File: config.mk
export PLATFORM = sky130hd
export DESIGN_NAME = cmp_share_arbiter
export DESIGN_NICKNAME = d
export VERILOG_FILES = /design/src/rtl/cmp_share_arbiter.sv
export SDC_FILE = /design/constraint.sdc
export NUM_CORES = 1
export LEC_CHECK = 0
export CAP_MARGIN = 20
export CORE_MARGIN = 10
export CORE_UTILIZATION = 41
export CTS_CLUSTER_SIZE = 14
export DETAILED_ROUTE_END_ITERATION = 16
export MAX_ROUTING_LAYER = met4
export PLACE_DENSITY_LB_ADDON = 0.25
export SKIP_LAST_GASP = 1
export SYNTH_ARGS = -nofsm -noshare
export SYNTH_HDL_FRONTEND = slang
export SYNTH_SLANG_ARGS = --single-unit
File: constraint.sdc
create_clock -name clk -period 1.8 [get_ports clk]
set_clock_uncertainty 0.2 [all_clocks]
set_input_delay 0.36 -clock clk [delete_from_list [all_inputs] [get_ports clk]]
set_output_delay 0.36 -clock clk [all_outputs]
set_load 0.02 [all_outputs]
File: src/rtl/cmp_share_arbiter.sv
// Four-requester round-robin arbiter sharing a single unsigned comparator.
// Each accepted request takes three cycles: grant, compare, result.
module cmp_share_arbiter #(
  parameter int DATA_W = 2
) (
  input  logic                  clk,
  input  logic                  rst_n,
  input  logic [3:0]            req,
  input  logic [4*DATA_W-1:0]   a_in,
  input  logic [4*DATA_W-1:0]   b_in,
  output logic [3:0]            gnt,
  output logic                  busy,
  output logic                  res_valid,
  output logic [1:0]            res_id,
  output logic                  gt,
  output logic                  eq,
  output logic                  lt,
  output logic [7:0]            cmp_count
);

  typedef enum logic [1:0] {
    IDLE   = 2'd0,
    CMP    = 2'd1,
    RESULT = 2'd2
  } state_t;

  state_t            state;
  logic [DATA_W-1:0] op_a;
  logic [DATA_W-1:0] op_b;
  logic [1:0]        last_w;
  logic [1:0]        win;
  logic              win_found;
  logic              cmp_gt;
  logic              cmp_eq;

  // Round-robin search starting one past the last winner and wrapping.
  always_comb begin
    win       = last_w;
    win_found = 1'b0;
    for (int k = 1; k <= 4; k++) begin
      if (!win_found && req[last_w + 2'(k)]) begin
        win       = last_w + 2'(k);
        win_found = 1'b1;
      end
    end
  end

  // The single shared comparator; "less than" is derived from the other two.
  always_comb begin
    cmp_gt = (op_a > op_b);
    cmp_eq = (op_a == op_b);
  end

  always_ff @(posedge clk or negedge rst_n) begin
    if (!rst_n) begin
      state     <= IDLE;
      gnt       <= '0;
      busy      <= 1'b0;
      res_valid <= 1'b0;
      res_id    <= '0;
      gt        <= 1'b0;
      eq        <= 1'b0;
      lt        <= 1'b0;
      cmp_count <= '0;
      op_a      <= '0;
      op_b      <= '0;
      last_w    <= 2'd3;
    end else begin
      gnt       <= '0;
      res_valid <= 1'b0;
      case (state)
        IDLE: begin
          if (win_found) begin
            state  <= CMP;
            busy   <= 1'b1;
            gnt    <= 4'b0001 << win;
            res_id <= win;
            op_a   <= a_in[win*DATA_W +: DATA_W];
            op_b   <= b_in[win*DATA_W +: DATA_W];
            last_w <= win;
          end
        end
        CMP: begin
          gt    <= cmp_gt;
          eq    <= cmp_eq;
          lt    <= ~cmp_gt & ~cmp_eq;
          state <= RESULT;
          busy  <= 1'b1;
        end
        RESULT: begin
          res_valid <= 1'b1;
          cmp_count <= cmp_count + 8'd1;
          state     <= IDLE;
          busy      <= 1'b0;
        end
        default: begin
          state <= IDLE;
          busy  <= 1'b0;
        end
      endcase
    end
  end

endmodule

==> results.md, run 1 <==
- Initial Utilization: 0.424
- Clock power frac: 0.085
- Most frequent cells in the layout: 25 x dfrtp_1, 20 x dlygate4sd2_1, 18 x clkdlybuf4s50_1, 14 x nand2_1
- Post-Synthesis Cells: 113
- Initial antenna violation count: 0
- Synth top area cells: dfrtp_1 49%, mux2i_1 6.3%, o221ai_2 4.7%
- Setup TNS: -335 ps
- Largest area contributor in the netlist: dfrtp_1
- Die Y: 75.7 µm
- Total GRT Usage: 0.118
- Syn nets: between 100 and 150
- Via count: a little under 1000
- CP max-delay cell: clkdlybuf4s50_1
- Number of vias per cell: 5.01
- CTS tree: yes
- Top cell type's share of synthesized area: 0.492
- Core area: 0.00300 mm²
- # nets final: between 150 and 200
- Fin cells: 196
- Worst Path Arrival: about 1900 ps
- DP Wirelength: between 2000 and 2500 µm
- Ant diodes: 0
- Clk slew on worst S/H paths: 140 ps
- Number of synthesized flops with an enable pin: 0
- Gp weighted congestion: 0.836
- Setup crit end kind: flop
- Flop2flop setup slack: -70 ps
- # clock sinks: 27
- Initial DRT Pass Iterations: 6
- Clock Latency Late Sink: ~310 ps
- Layout fillers: 250
- Setup violators final: 4
- Period utilization: 1.05
- Total leakage power: 0.901 nW
- Share of cells above drive strength 1: 0.202
- ANT nets after route: 0
- Cell Int Power: 0.00176 W
- Avg Cell Area, Syn: 11.3 µm²
- Htree depth: 1
- Area Overhead vs Synth: 44.2%
- Number of global-route vias before repair: between 1000 and 1500
- Hold Buf Count CTS: 0
- Min-delay worst type: in2async
- Sequential area share after synthesis: 0.533
- Min cycle time layout: 1900 ps
- Worst EP required: 1810 ps
- Reg power frac: 0.355
- Synth Register Bits: 27
- Final Max Tran Viols: 0
- Dominant synthesized flop cell: dfrtp_1
- Startpoint class of the critical path: primary input
- Pre-CTS setup slack: -460 ps
- Max incr delay on CP: 590 ps
- Largest fanout on the critical path: 9
- Cell Area, Synth: around 0.0013 mm²
- Failing checks: setup timing
- DR WL/cell: 15.8 µm
- Critical path type: in2reg
- Unrepaired setup endpoints after global routing: yes
- IO Pins: a little over 40
- Worst-path cell chain: clkdlybuf4s50_1, nor3b_1, buf_4, a211oi_4, buf_12, mux2i_2, o221ai_2
- Drt total wl: 3100 µm
- DRC: 0
- Worst slew pin tran: ~340 ps
- FFs w/ async S/R, synth: 1.00
- Largest net degree at the start of global routing: 28
- Status: complete, but fails checks
- Most common cell after layout, fill and taps aside: dfrtp_1
- CTS Buf Count: 3
- GR Overflow Total: 0
- Net Sw Frac: 0.410
- Die width: between 70 and 80 µm
- Placed cell count: 192
- Fmax: 527 MHz
- Max_cap viols: 0
- P per Cell Area: 1630 mW/mm²
- Yosys Warn Count: 0
- IO Port Bufs: 40
- Fin. Hold Viols: 0
- Combinational share of power: 0.561
- Clock Tree Root: clkbuf_4
- VDD IR max: 0.754 mV
- Initial DRC count: 31
- NetSw: 0.00122 W
- Core Rows: 20
- Global-route wire length before repair: 4930 µm
- Clock tree buffer depth: 2
- Yosys cell types: 35
- Relative slew margins: 0.772
- Setup ws final: -97.3 ps
- R2R cell count: 6
- Die Area: 0.00573 mm²
-- area by class of cell --
cell class / count / area (µm²) / area share
clock buffers: 4 / 26.3 / 0.0143
flip-flops and latches: 27 / 678 / 0.369
repair buffers: 50 / 480 / 0.262
inverters: 7 / 28.8 / 0.0157
multi-input cells: 75 / 581 / 0.316
well taps: 33 / 41.3 / 0.0225
-- flip-flops by register name, summed over array words and instances (netlist names) --
register   count
busy           1
cmp_count      8
eq             1
gt             1
lt             1
res_id         2
op_b           2
gnt            4
res_valid      1
op_a           2
state          2
last_w         2
-- power groups by stage --
stage	Clock, W	Sequential [W]	Combinational (W)
2_1_floorplan	0	0.00126	0.000836
3_3_place_gp	0	0.00106	0.00172
3_5_place_dp	0	0.00108	0.00178
4_1_cts	0.000267	0.00106	0.00168
5_1_grt	0.000287	0.00109	0.00185
6_report	0.000253	0.00106	0.00167
-- path summary, 6_finish.rpt --
kind / start / endpoint
max in group asynchronous: rst_n / last_w[1]
min in group clk: state[1] / busy
min reg2reg: state[1] / busy
max reg2reg: last_w[0] / op_b[1]
max: req[0] / op_b[1]
min: rst_n / gnt[2]
-- critical path, delay by kind of cell --
| family | cells | cell delay (ps) |
|---|---|---|
| compound gates | 2 | 300 |
| buf+inv | 3 | 920 |
| mux | 1 | 240 |
| simple gates | 1 | 90 |
-- stage by stage --
stage / hold WS, ps / power (W) / util / area (µm²)
CTS: 201 / 0.00301 / 0.604 / 1810
floorplan: -136 / 0.00209 / - / 1280
finish: 199 / 0.00299 / 0.611 / 1840
detailed placement: 242 / 0.00285 / 0.599 / 1800
global placement: 236 / 0.00279 / 0.599 / 1800
global route: 211 / 0.00323 / 0.611 / 1840
-- cells by family after synthesis --
group,count (synthesis),synth area share
AOI/OAI and AO/OA,18,0.127
adders and majority gates,3,0.0295
muxes,9,0.0718
DFF,27,0.533
and+or+nand+nor,38,0.147
xor gates and xnor gates,7,0.0482
buffers and inverters,11,0.0442
-- synth_stat cells (2+ instances only) --
master    count
o221ai_2      4
o21ai_0       5
nand2b_1      4
nand3_1       2
nand2_1      14
a21oi_1       3
xor2_1        2
ha_1          3
mux2i_1       8
nor2b_1       2
inv_1         5
nor2_1        8
dfrtp_1      25
xnor2_1       5
and3_1        2
dfstp_2       2
-- timing repair --
item	in CTS	in global routing
cloned	0	0
gates resized for setup	23	6
endpoints found under the setup margin	28	11
buffers inserted	0	0
-- layer usage --
metal	wire (µm)	global-route usage	vias to the layer above	part of all wire
met2	1560	0.191	20	0.50
met4	41	0.0433	0	0.013
li1	-	-	485	-
met1	1330	0.138	473	0.43
met5	0	-	-	0
met3	169	0.0313	4	0.055
Power figures use the tool's default switching activity.
==> run 2, diff against run 1 <==
Settings changed: CORE_MARGIN 10 to 5.
==> run 2 against run 1 <==
The run still ends with setup timing left. Power rose by 0.80%. Fmax up 2.2%. Sequential share of layout area fell by 0.050 points. Largest cell class unchanged. Largest power group unchanged. Non-clock buffer count grew 2.
==> results.md, run 2 (synthesis gave the netlist of run 1 again) <==
- Status: complete, but fails checks
- Startpoint class of the critical path: flop
- Min cycle time layout: 1860 ps (-41.3 ps)
- Largest registers: cmp_count: 8 flops, gnt: 4 flops
- Layout fillers: 251 (+0.40%)
- Fin. Hold Viols: 0 (unchanged)
- IO Pins: 41 (unchanged)
- Final Max Tran Viols: 0 (unchanged)
- Largest register FFs: 8 (unchanged)
- Worst-path cell chain: nand2b_4, a21oi_2, a211oi_4, buf_12, mux2i_2, o221ai_2
- Die Y: 65.7 µm (-13%)
- ANT nets after route: 0 (unchanged)
- Most frequent cells in the layout: 25 x dfrtp_1, 23 x dlygate4sd2_1, 17 x clkdlybuf4s50_1, 14 x nand2_1, 10 x buf_4
- Initial antenna violation count: 0 (unchanged)
- Worst Path Arrival: 1870 ps (-40 ps)
- P per Cell Area: 1640 mW/mm² (+0.66%)
- Flop2flop setup slack: -60 ps (about the same)
- Worst Setup SP: last_w[0]
- CP max-delay cell: dfstp_2
- Htree depth: 1 (unchanged)
- Max incr delay on CP: 580 ps (about the same)
- Initial DRT Pass Iterations: 4 (-2)
- Total GRT Usage: 0.151 (+0.0329)
- Clock tree buffer depth: 2 (unchanged)
- Global-route wire length before repair: 4860 µm (-1.4%)
- Unrepaired setup endpoints after global routing: yes
- Drt total wl: 2920 µm (-5.6%)
- Initial DRC count: 25 (-19%)
- # clock sinks: 27 (unchanged)
- Area Overhead vs Synth: 44.4%
- Core Rows: 20 (unchanged)
- Clock Tree Root: clkbuf_4
- Clock Latency Late Sink: 320 ps (about the same)
- Dpl cell area: 0.00180 mm² (unchanged)
- Largest fanout on the critical path: 9 (unchanged)
- Pre-CTS setup slack: -459 ps (+1.39 ps)
- Setup crit end kind: flop
- Register area: 678 µm² (unchanged)
- Finished Core Util: 0.612 (+0.000833)
- Largest register by flop count: cmp_count
- IO Port Bufs: 40 (unchanged)
- Number of global-route vias before repair: 1037 (-0.38%)
- Multi-input gate area: 577 µm² (-0.65%)
- Initial Utilization: 0.424 (unchanged)
- DRC: 0 (unchanged)
- Clk slew on worst S/H paths: 140 ps (about the same)
- Setup ws final: -56.0 ps (+41.3 ps)
- Critical path type: reg2reg
- Relative slew margins: 0.769 (-0.00293)
- R2r startpoint: last_w[0]
- VDD IR max: 0.730 mV (-3.2%)
- Number of vias per cell: 4.93 (-1.5%)
- Gp weighted congestion: 0.812 (-2.8%)
- GR Overflow Total: 0 (unchanged)
- Die Area: 0.00432 mm² (-25%)
- CTS Buf Count: 3 (unchanged)
- Via count: 977 (-0.51%)
- Worst slew pin tran: 346 ps (+4.40 ps)
- WHS: 195 ps (-4.16 ps)
- DP Wirelength: 2340 µm (-5.2%)
- Worst EP required: 1810 ps (about the same)
- Most common cell after layout, fill and taps aside: dfrtp_1
- Final instance area: 0.00184 mm² (+0.14%)
- Period utilization: 1.03 (-0.0229)
- Hold Buf Count CTS: 0 (unchanged)
- DR WL/cell: 14.8 µm (-6.6%)
- Ant diodes: 0 (unchanged)
- Share of cells above drive strength 1: 0.206 (+0.00361)
- Core area: 0.00300 mm² (unchanged)
- Total leakage power: 0.898 nW (-0.32%)
- CTS tree: yes
- Die width: 65.7 µm (-13%)
- Largest net degree at the start of global routing: 28 (unchanged)
- Max_cap viols: 0 (unchanged)
- Failing checks: setup timing
- Fmax: 539 MHz (+2.2%)
- Min-delay worst type: in2async
- Setup TNS: -199 ps (+137 ps)
- Setup violators final: 4 (unchanged)
- # nets final: 191 (+1.1%)
-- run 2: cell count changes in the layout (fill, tap and decap cells not counted) --
cell,delta
buf_4,+2
dlygate4sd2_1,+3
clkdlybuf4s50_1,-1
mux2i_2,-1
dlymetal6s2s_1,-2
mux2i_1,+1
-- run 2: through the flow --
step	instances	power, W
after floorplan	113	0.00209
after global placement	192	0.00278
after detailed placement	192	0.00285
after CTS	197	0.00301
after global routing	198	0.00323
final	198	0.00301
-- run 2: final timing paths --
kind / end / depth (start not counted)
min in group clk: busy / 1
hold reg to reg: busy / 1
hold / removal: lt / 2
setup / recovery: op_b[0] / 6
setup reg to reg: op_b[0] / 6
max in group asynchronous: last_w[0] / 2
-- run 2: layout make-up --
| cell class | instances | area share |
|---|---|---|
| Sequential cell | 27 | 0.369 |
| Multi-Input combinational cell | 75 | 0.314 |
| Timing Repair Buffer | 52 | 0.265 |
| Tap cell | 33 | 0.0225 |
| Inverter | 7 | 0.0157 |
| Clock buffer | 4 | 0.0143 |
-- run 2: per-layer routing --
metal	track usage	routed length, µm	up-vias	part of all wire
li1	-	-	486	-
met1	0.197	1280	465	0.44
met2	0.239	1470	21	0.50
met3	0.0274	128	5	0.044
met4	0.0466	38	0	0.013
met5	-	0	-	0
-- run 2: repair_timing --
action	in CTS	in global routing
cloned	0	0
buffers inserted	1	1
resized for setup	27	2
endpoints found under the setup margin	31	6
pin swaps	0	0
-- run 2: power by group --
group	leakage, nW	internal (W)	switching (W)	total [W]
registers	0.337	0.000882	0.000174	0.00106
logic	0.546	0.000816	0.000882	0.00170
clock network	0.0150	0.0000867	0.000170	0.000256
-- run 2: critical path: cells and delay by family, from the launching register on --
family / cells / cell delay, ps
multiplexers: 1 / 230
AND/OR/NAND/NOR: 1 / 140
buffers and inverters: 1 / 170
flip-flops: 1 / 580
AO/OA/AOI/OAI: 3 / 430
==> run 3, diff against run 2 <==
Settings changed: PLACE_DENSITY_LB_ADDON 0.25 to 0.2.
==> run 3 against run 2 <==
Sequential share of layout area is 0.64 points lower. Fmax fell by 2.1%. Highest routed layer unchanged. Combinational power hardly changed. Die area stayed put. Clock power is essentially flat. Cell area rose by 1.8%. Critical endpoint unchanged. Worst setup slack got worse by 40 ps. Non-clock buffer count grew 1. Hold slack improved by 2.4 ps. Critical path depth did not move. Sequential power about the same. The run still ends with setup timing left. Largest cell class unchanged. Power up 0.62%.
==> results.md, run 3 (synthesis gave the netlist of run 1 again) <==
- Pre-CTS setup slack: -475 ps (-16.1 ps)
- Dpl cell area: 0.00182 mm² (+1.3%)
- IO Port Bufs: 40 (unchanged)
- Met1 Resource Use GR: 0.187 (-0.0103)
- Min cycle time layout: 1900 ps (+40.1 ps)
- Post-CTS setup buffers: 0 (-1)
- # nets final: 192 (+0.52%)
- DRC: 0 (unchanged)
- Largest registers: cmp_count: 8 flops, gnt: 4 flops
- Total GRT Usage: 0.145 (-0.00579)
- Most common cell after layout, fill and taps aside: dfrtp_1
- Ant diodes: 0 (unchanged)
- Period utilization: 1.05 (+0.0223)
- GRT Max-Usage Layer: met2
- Drt total wl: 2760 µm (-5.6%)
- NetSw: 0.00122 W (-0.43%)
- Hold Buf Count CTS: 0 (unchanged)
- Cell Int Power: 0.00181 W (+1.3%)
- Fin cells: 199 (+0.51%)
- Clock Tree Root: clkbuf_4
- Total leakage power: 0.917 nW (+2.1%)
- Reg power frac: 0.346 (-0.005)
- Core Rows: 20 (unchanged)
- Via count: 968 (-0.92%)
- Gp weighted congestion: 0.742 (-8.7%)
- Unrepaired setup endpoints after global routing: yes
- # clock sinks: 27 (unchanged)
- CTS Buf Count: 3 (unchanged)
- DP Wirelength: 2240 µm (-4.3%)
- Clock tree buffer depth: 2 (unchanged)
- Worst slew pin tran: 335 ps (-10.5 ps)
- Worst Path Arrival: 1900 ps (+30 ps)
- GRT met3 Usage: 0.0256 (-0.00171)
- Combinational share of power: 0.569 (+0.005)
- DR WL/cell: 13.9 µm (-6.1%)
- Placed cell count: 195 (+1.6%)
- IO Pins: 41 (unchanged)
- Largest net degree at the start of global routing: 28 (unchanged)
- Min-delay worst type: in2async
- Clock Latency Late Sink: 310 ps (about the same)
- Htree depth: 1 (unchanged)
- Initial DRC count: 31 (+24%)
- Die width: 65.7 µm (unchanged)
- Core area: 0.00300 mm² (unchanged)
- Global-route wire length before repair: 4770 µm (-2.0%)
- Most frequent cells in the layout: 25 x dfrtp_1, 20 x dlygate4sd2_1, 18 x clkdlybuf4s50_1, 14 x nand2_1, 11 x buf_4
- GR Overflow Total: 0 (unchanged)
- Number of vias per cell: 4.86 (-1.4%)
- Failing checks: setup timing
- Worst EP required: 1810 ps (about the same)
- Largest register by flop count: cmp_count
- Initial antenna violation count: 0 (unchanged)
- Net Sw Frac: 0.403 (-0.00427)
- CTS tree: yes
- ANT nets after route: 0 (unchanged)
- Final Max Tran Viols: 0 (unchanged)
- Area Overhead vs Synth: 47.0%
- Die Area: 0.00432 mm² (unchanged)
- Initial Utilization: 0.424 (unchanged)
- Setup crit end kind: flop
- Max_cap viols: 0 (unchanged)
- Die Y: 65.7 µm (unchanged)
- Share of cells above drive strength 1: 0.229 (+0.0229)
- Initial DRT Pass Iterations: 4 (unchanged)
- Largest fanout on the critical path: 9 (unchanged)
- Relative slew margins: 0.776 (+0.00701)
- Clk slew on worst S/H paths: 140 ps (about the same)
- Fin. Hold Viols: 0 (unchanged)
- Met2 Resource Use GR: 0.240 (+0.00125)
- Startpoint class of the critical path: flop
- Critical path type: reg2reg
- Status: complete, but fails checks
- Setup ws final: -96.2 ps (-40.1 ps)
- Number of global-route vias before repair: 1064 (+2.6%)
- Final instance area: 0.00187 mm² (+1.8%)
- Setup violators final: 4 (unchanged)
- Clock power frac: 0.084 (about the same)
- P per Cell Area: 1620 mW/mm² (-1.1%)
- VDD IR max: 0.993 mV (+36%)
- Largest register FFs: 8 (unchanged)
- Fmax: 527 MHz (-2.1%)
[run 3: cell types whose count changed in the layout (fill, tap and decap cells not counted), moves of 2 or more]
cell / before / now
mux2i_4: 0 / 2
dlymetal6s2s_1: 0 / 2
mux2i_1: 5 / 3
dlygate4sd2_1: 23 / 20
[run 3: layout make-up]
type | count | area, µm²
fill | 263 | 1130
sequential | 27 | 678
multi-input combinational | 75 | 592
timing repair buffer | 53 | 503
tap | 33 | 41.3
inverter | 7 | 28.8
clock buffer | 3 | 22.5
clock inverter | 1 | 5.00
[run 3: through the flow]
stage	TNS, ps	power, W	util	hold WS, ps
floorplan	-117	0.00209	-	-136
global placement	-4560	0.00279	0.607	260
detailed placement	-4750	0.00285	0.607	249
CTS	-425	0.00307	0.621	202
global route	-857	0.00326	0.623	222
finish	-306	0.00303	0.623	197
[run 3: what timing repair did]
item / 4_1_cts / 5_1_grt
resized for setup: 28 / 2
pin swaps: 0 / 0
endpoints found under the setup margin: 28 / 9
[run 3: layer usage]
layer / share of wire / routed length [µm]
met1: 0.46 / 1260
met2: 0.50 / 1380
met3: 0.039 / 107
met4: 0.0014 / 4
met5: 0 / 0
[run 3: final timing paths]
| path | start | to | slack [ps] | depth (start not counted) |
|---|---|---|---|---|
| max in group asynchronous | rst_n | last_w[1] | 910 | 2 |
| min in group clk | cmp_count[7] | cmp_count[7] | 270 | 1 |
| hold reg to reg | cmp_count[7] | cmp_count[7] | 270 | 1 |
| setup reg to reg | last_w[0] | op_b[0] | -100 | 6 |
| hold / removal | rst_n | gnt[3] | 200 | 2 |
| setup / recovery | last_w[0] | op_b[0] | -100 | 6 |
[run 3: power groups by stage]
stage,Clock (W),Sequential [W],Combinational (W)
finish,0.000255,0.00105,0.00172
global route,0.000286,0.00109,0.00188
CTS,0.000264,0.00105,0.00175
detailed placement,0,0.00107,0.00178
global placement,0,0.00106,0.00173
floorplan,0,0.00126,0.000836
[run 3: worst max-delay path, cell delays in order (launching register included)]
cell and delay (ps):
dfstp_2 580, nand2b_4 130, o21ai_2 70, a211oi_4 250
buf_12 190, mux2i_2 250, o221ai_2 120
==> RTL change 1 (config.mk and constraints of run 3) <==
Register the output `cmp_count` once more, without a reset; this adds one clock of latency there. The other outputs are not delayed to match.
--- a/src/rtl/cmp_share_arbiter.sv
+++ b/src/rtl/cmp_share_arbiter.sv
@@ -23,6 +23,8 @@
     CMP    = 2'd1,
     RESULT = 2'd2
   } state_t;
+
+  logic [7:0] cmp_count_s0;
 
   state_t            state;
   logic [DATA_W-1:0] op_a;
@@ -61,7 +63,7 @@
       gt        <= 1'b0;
       eq        <= 1'b0;
       lt        <= 1'b0;
-      cmp_count <= '0;
+      cmp_count_s0 <= '0;
       op_a      <= '0;
       op_b      <= '0;
       last_w    <= 2'd3;
@@ -89,7 +91,7 @@
         end
         RESULT: begin
           res_valid <= 1'b1;
-          cmp_count <= cmp_count + 8'd1;
+          cmp_count_s0 <= cmp_count_s0 + 8'd1;
           state     <= IDLE;
           busy      <= 1'b0;
         end
@@ -101,5 +103,9 @@
     end
   end
 
+  always_ff @(posedge clk) begin
+    cmp_count <= cmp_count_s0;
+  end
+
 endmodule
 
Behaviour: not the same (Yosys sat finds a counterexample within 4 cycles, from zero or initial values and one cycle with rst_n low).
==> RTL change 1 against run 3 <==
The run still ends with negative setup slack left. Setup slack gained 0.0083 ns. Maximum frequency increased by 0.44%. Wire length up 7.1%. Sequential cell count rose by 8. Final cell count rose by 12%. Design area is 8.3% higher. Synthesized area increased by 13%. Power increased by 11%. Critical endpoint unchanged. Largest cell class unchanged. Largest power group unchanged. Highest routed layer unchanged.
==> RTL change 1: results <==
export IMPL_post_dp_hpwl_um=2220
export IMPL_largestRegisters="cmp_count (8), cmp_count_s0 (8), gnt (4)"
export IMPL_globalRouteMet3Util_pct=5.67
export IMPL_slew_headroom_pct=76.4
export IMPL_wl_met1_um=1300
export IMPL_p_leak_uw=0.000966
export IMPL_met3_length_um=188
export IMPL_synth_seq_area_share_pct=58.5
export IMPL_powerComb_uw=1640
export IMPL_finalSetupViolCount=4
export IMPL_p_switching_uw=1300
export IMPL_layout_setup_ws_ns=-0.0878
export IMPL_vias=1036
export IMPL_grt_first_pass_wirelength_um=5110
export IMPL_track_usage_pct=13.7
export IMPL_synth_net_count=146
export IMPL_route_met2_wl_um=1420
export IMPL_p_int_uw=2060
export IMPL_syn_instance_count=121
export IMPL_ir_drop_v=0.000766
export IMPL_post_cts_buffers=1
export IMPL_gp_congestion=0.780
export IMPL_drive_gt1_share_pct=21.0
export IMPL_pre_cts_ws_ns=-0.522
export IMPL_routedWlPerCell_um=13.3
export IMPL_yosysUniqueCellTypes=36
export IMPL_pwr_share_clk_pct=12.3
export IMPL_synth_commonest_cells="dfrtp_1 (25), nand2_1 (14), dfxtp_1 (8), mux2i_1 (8), nor2_1 (8)"
export IMPL_cts_buffers=5
export IMPL_fillCellCount=307
export IMPL_nets=200
export IMPL_synth_top_cell_by_area="dfrtp_1"
export IMPL_insertion_delay_ns=0.34
export IMPL_failed_checks="negative setup slack"
export IMPL_status="complete, but fails checks"
export IMPL_cts_resized=25
export IMPL_met2_usage_pct=21.4
export IMPL_use_met1_pct=16.1
==> RTL change 1: cells by family (layout without fill, tap and decap cells) <==
logic type	count (synthesis)	after routing	share of synthesized area, %
compound gates	18	18	11.3
xor+xnor	7	7	4.28
fa+ha+maj	3	3	2.62
buf+inv	11	66	3.93
flops	35	35	58.5
mux	9	9	6.38
simple gates	38	38	13.0
==> RTL change 1: path summary, 6_finish.rpt <==
check / start / end / slack [ns]
min in group clk: cmp_count_s0[7]$_DFFE_PN0P_ / cmp_count[7]$_DFF_P_ / 0.21
min reg2reg: cmp_count_s0[7]$_DFFE_PN0P_ / cmp_count[7]$_DFF_P_ / 0.21
max in group asynchronous: rst_n / last_w[1]$_DFFE_PN1P_ / 0.91
max reg2reg: last_w[0]$_DFFE_PN1P_ / op_b[0]$_DFFE_PN0P_ / -0.09
max: last_w[0]$_DFFE_PN1P_ / op_b[0]$_DFFE_PN0P_ / -0.09
min: rst_n / state[1]$_DFFE_PN0P_ / 0.19
==> RTL change 1: cell type report <==
cell class / instances / area share [%]
Timing Repair Buffer: 51 / 23.2
Multi-Input combinational cell: 75 / 28.5
Sequential cell: 35 / 41.4
Clock inverter: 2 / 0.618
Tap cell: 46 / 2.84
Inverter: 7 / 1.42
Clock buffer: 6 / 2.04
==> RTL change 1: per-stage QoR <==
stage | area (um^2) | util (%) | hold WS, ns | TNS (ns)
2_1_floorplan | 1450 | - | -0.136 | -0.117
3_3_place_gp | 1960 | 58.4 | 0.181 | -4.80
3_5_place_dp | 1960 | 58.4 | 0.192 | -5.75
4_1_cts | 2020 | 60.1 | 0.197 | -0.313
5_1_grt | 2030 | 60.2 | 0.210 | -0.692
6_report | 2030 | 60.2 | 0.188 | -0.297
==> RTL change 2 (flow settings as in run 3) <==
Made on the original files. Change the parameter `DATA_W` from 2 to 4.
--- a/src/rtl/cmp_share_arbiter.sv
+++ b/src/rtl/cmp_share_arbiter.sv
@@ -1,7 +1,7 @@
 // Four-requester round-robin arbiter sharing a single unsigned comparator.
 // Each accepted request takes three cycles: grant, compare, result.
 module cmp_share_arbiter #(
-  parameter int DATA_W = 2
+  parameter int DATA_W = 4
 ) (
   input  logic                  clk,
   input  logic                  rst_n,
Interface: changed (resized a_in and b_in); port bits go from 41 to 57. The function was not compared with the original's and may differ.
==> RTL change 2 against run 3 <==
The flow still finishes with violations (negative setup slack). Core utilization grew 7.3 points. Global-route usage is 1.4 points higher. Synthesized area is 25% higher. Setup slack got worse by 0.083 ns. Design area increased by 38%. Worst hold slack improved by 0.054 ns. Power rose by 46%. Sequential cell count is 4 higher. Wire length is 37% higher.
==> RTL change 2: results <==
export IMPL_status="complete, but fails checks"
export IMPL_failed_checks="negative setup slack"
export IMPL_post_dp_cell_area_mm2=0.00232
export IMPL_ys_async_sr_fraction_pct=100
export IMPL_postSynthAreaPerCell_um2=11.4
export IMPL_ir_drop_v=0.000681
export IMPL_finalSetupViolCount=12
export IMPL_globalRouteMet3Util_pct=4.16
export IMPL_port_buffers=56
export IMPL_track_usage_pct=15.9
export IMPL_ff2ff_path_depth=7
export IMPL_post_dp_hpwl_um=2730
export IMPL_clk_pin_slew_ns=0.07
export IMPL_post_cts_buffers=3
export IMPL_endpoint="op_a[2]$_DFFE_PN0P_"
export IMPL_cts_root_buf="clkbuf_8"
export IMPL_tns_ns=-1.62
export IMPL_synth_commonest_cells="dfrtp_1 (29), mux2i_1 (17), nand2_1 (17)"
export IMPL_p_seq_share_pct=27.7
export IMPL_netlist_top_cells_area="dfrtp_1 (45%), mux2i_1 (11%), o221ai_2 (7.5%)"
export IMPL_cts_resized=23
export IMPL_grt_pass1_vias=1403
export IMPL_layout_setup_ws_ns=-0.179
export IMPL_dr_pass1_iters=4
export IMPL_cp_arrival_ns=1.94
export IMPL_grt_first_pass_wirelength_um=6400
export IMPL_drt_iter0_drc=54
export IMPL_ctsHtreeMaxLevel=2
export IMPL_p_leak_uw=0.00124
export IMPL_fin_hold_ws_ns=0.251
export IMPL_cts_buffers=5
export IMPL_vias_per_cell=4.89
export IMPL_synth_seq_area_share_pct=48.7
export IMPL_fin_total_pwr_uw=4430
export IMPL_routedWlPerCell_um=14.2
export IMPL_fillCellCount=307
export IMPL_dp_cells=251
export IMPL_insertion_delay_ns=0.27
export IMPL_p_comb_share_pct=56.6
export IMPL_gp_congestion=0.834
export IMPL_pre_cts_ws_ns=-0.479
export IMPL_met3_length_um=255
export IMPL_met2_usage_pct=25.4
export IMPL_slew_headroom_pct=84.9
export IMPL_drive_gt1_share_pct=27.5
export IMPL_route_met2_wl_um=1850
export IMPL_p_switching_uw=1630
export IMPL_totalWireLength_um=3780
export IMPL_wl_met1_um=1630
export IMPL_nets=260
-- RTL change 2: logic make-up (layout without fill, tap and decap cells) --
family	count (synthesis)	after routing	share of synthesized area, %
compound gates	20	20	12.9
fa+ha+maj	5	5	3.92
buf+inv	15	93	5.41
xor+xnor	7	7	3.84
simple gates	44	44	13.9
flops	31	31	48.7
mux	18	18	11.4
-- RTL change 2: cell type report --
cell class                      instances  area, um^2  area share, %
Sequential cell                        31         778           30.1
Clock inverter                          2        35.0           1.36
Clock buffer                            6        82.6           3.19
Multi-Input combinational cell         94         806           31.2
Tap cell                               48        60.1           2.32
Timing Repair Buffer                   76         787           30.4
Inverter                                9        36.3           1.40
-- RTL change 2: critical path, stage by stage, from the launching register on --
cell      delay, ns
dfstp_2        0.55
nand2b_4       0.13
a21oi_2        0.07
a211oi_4       0.24
buf_4          0.17
buf_12         0.14
mux2i_2        0.25
o221ai_2       0.11
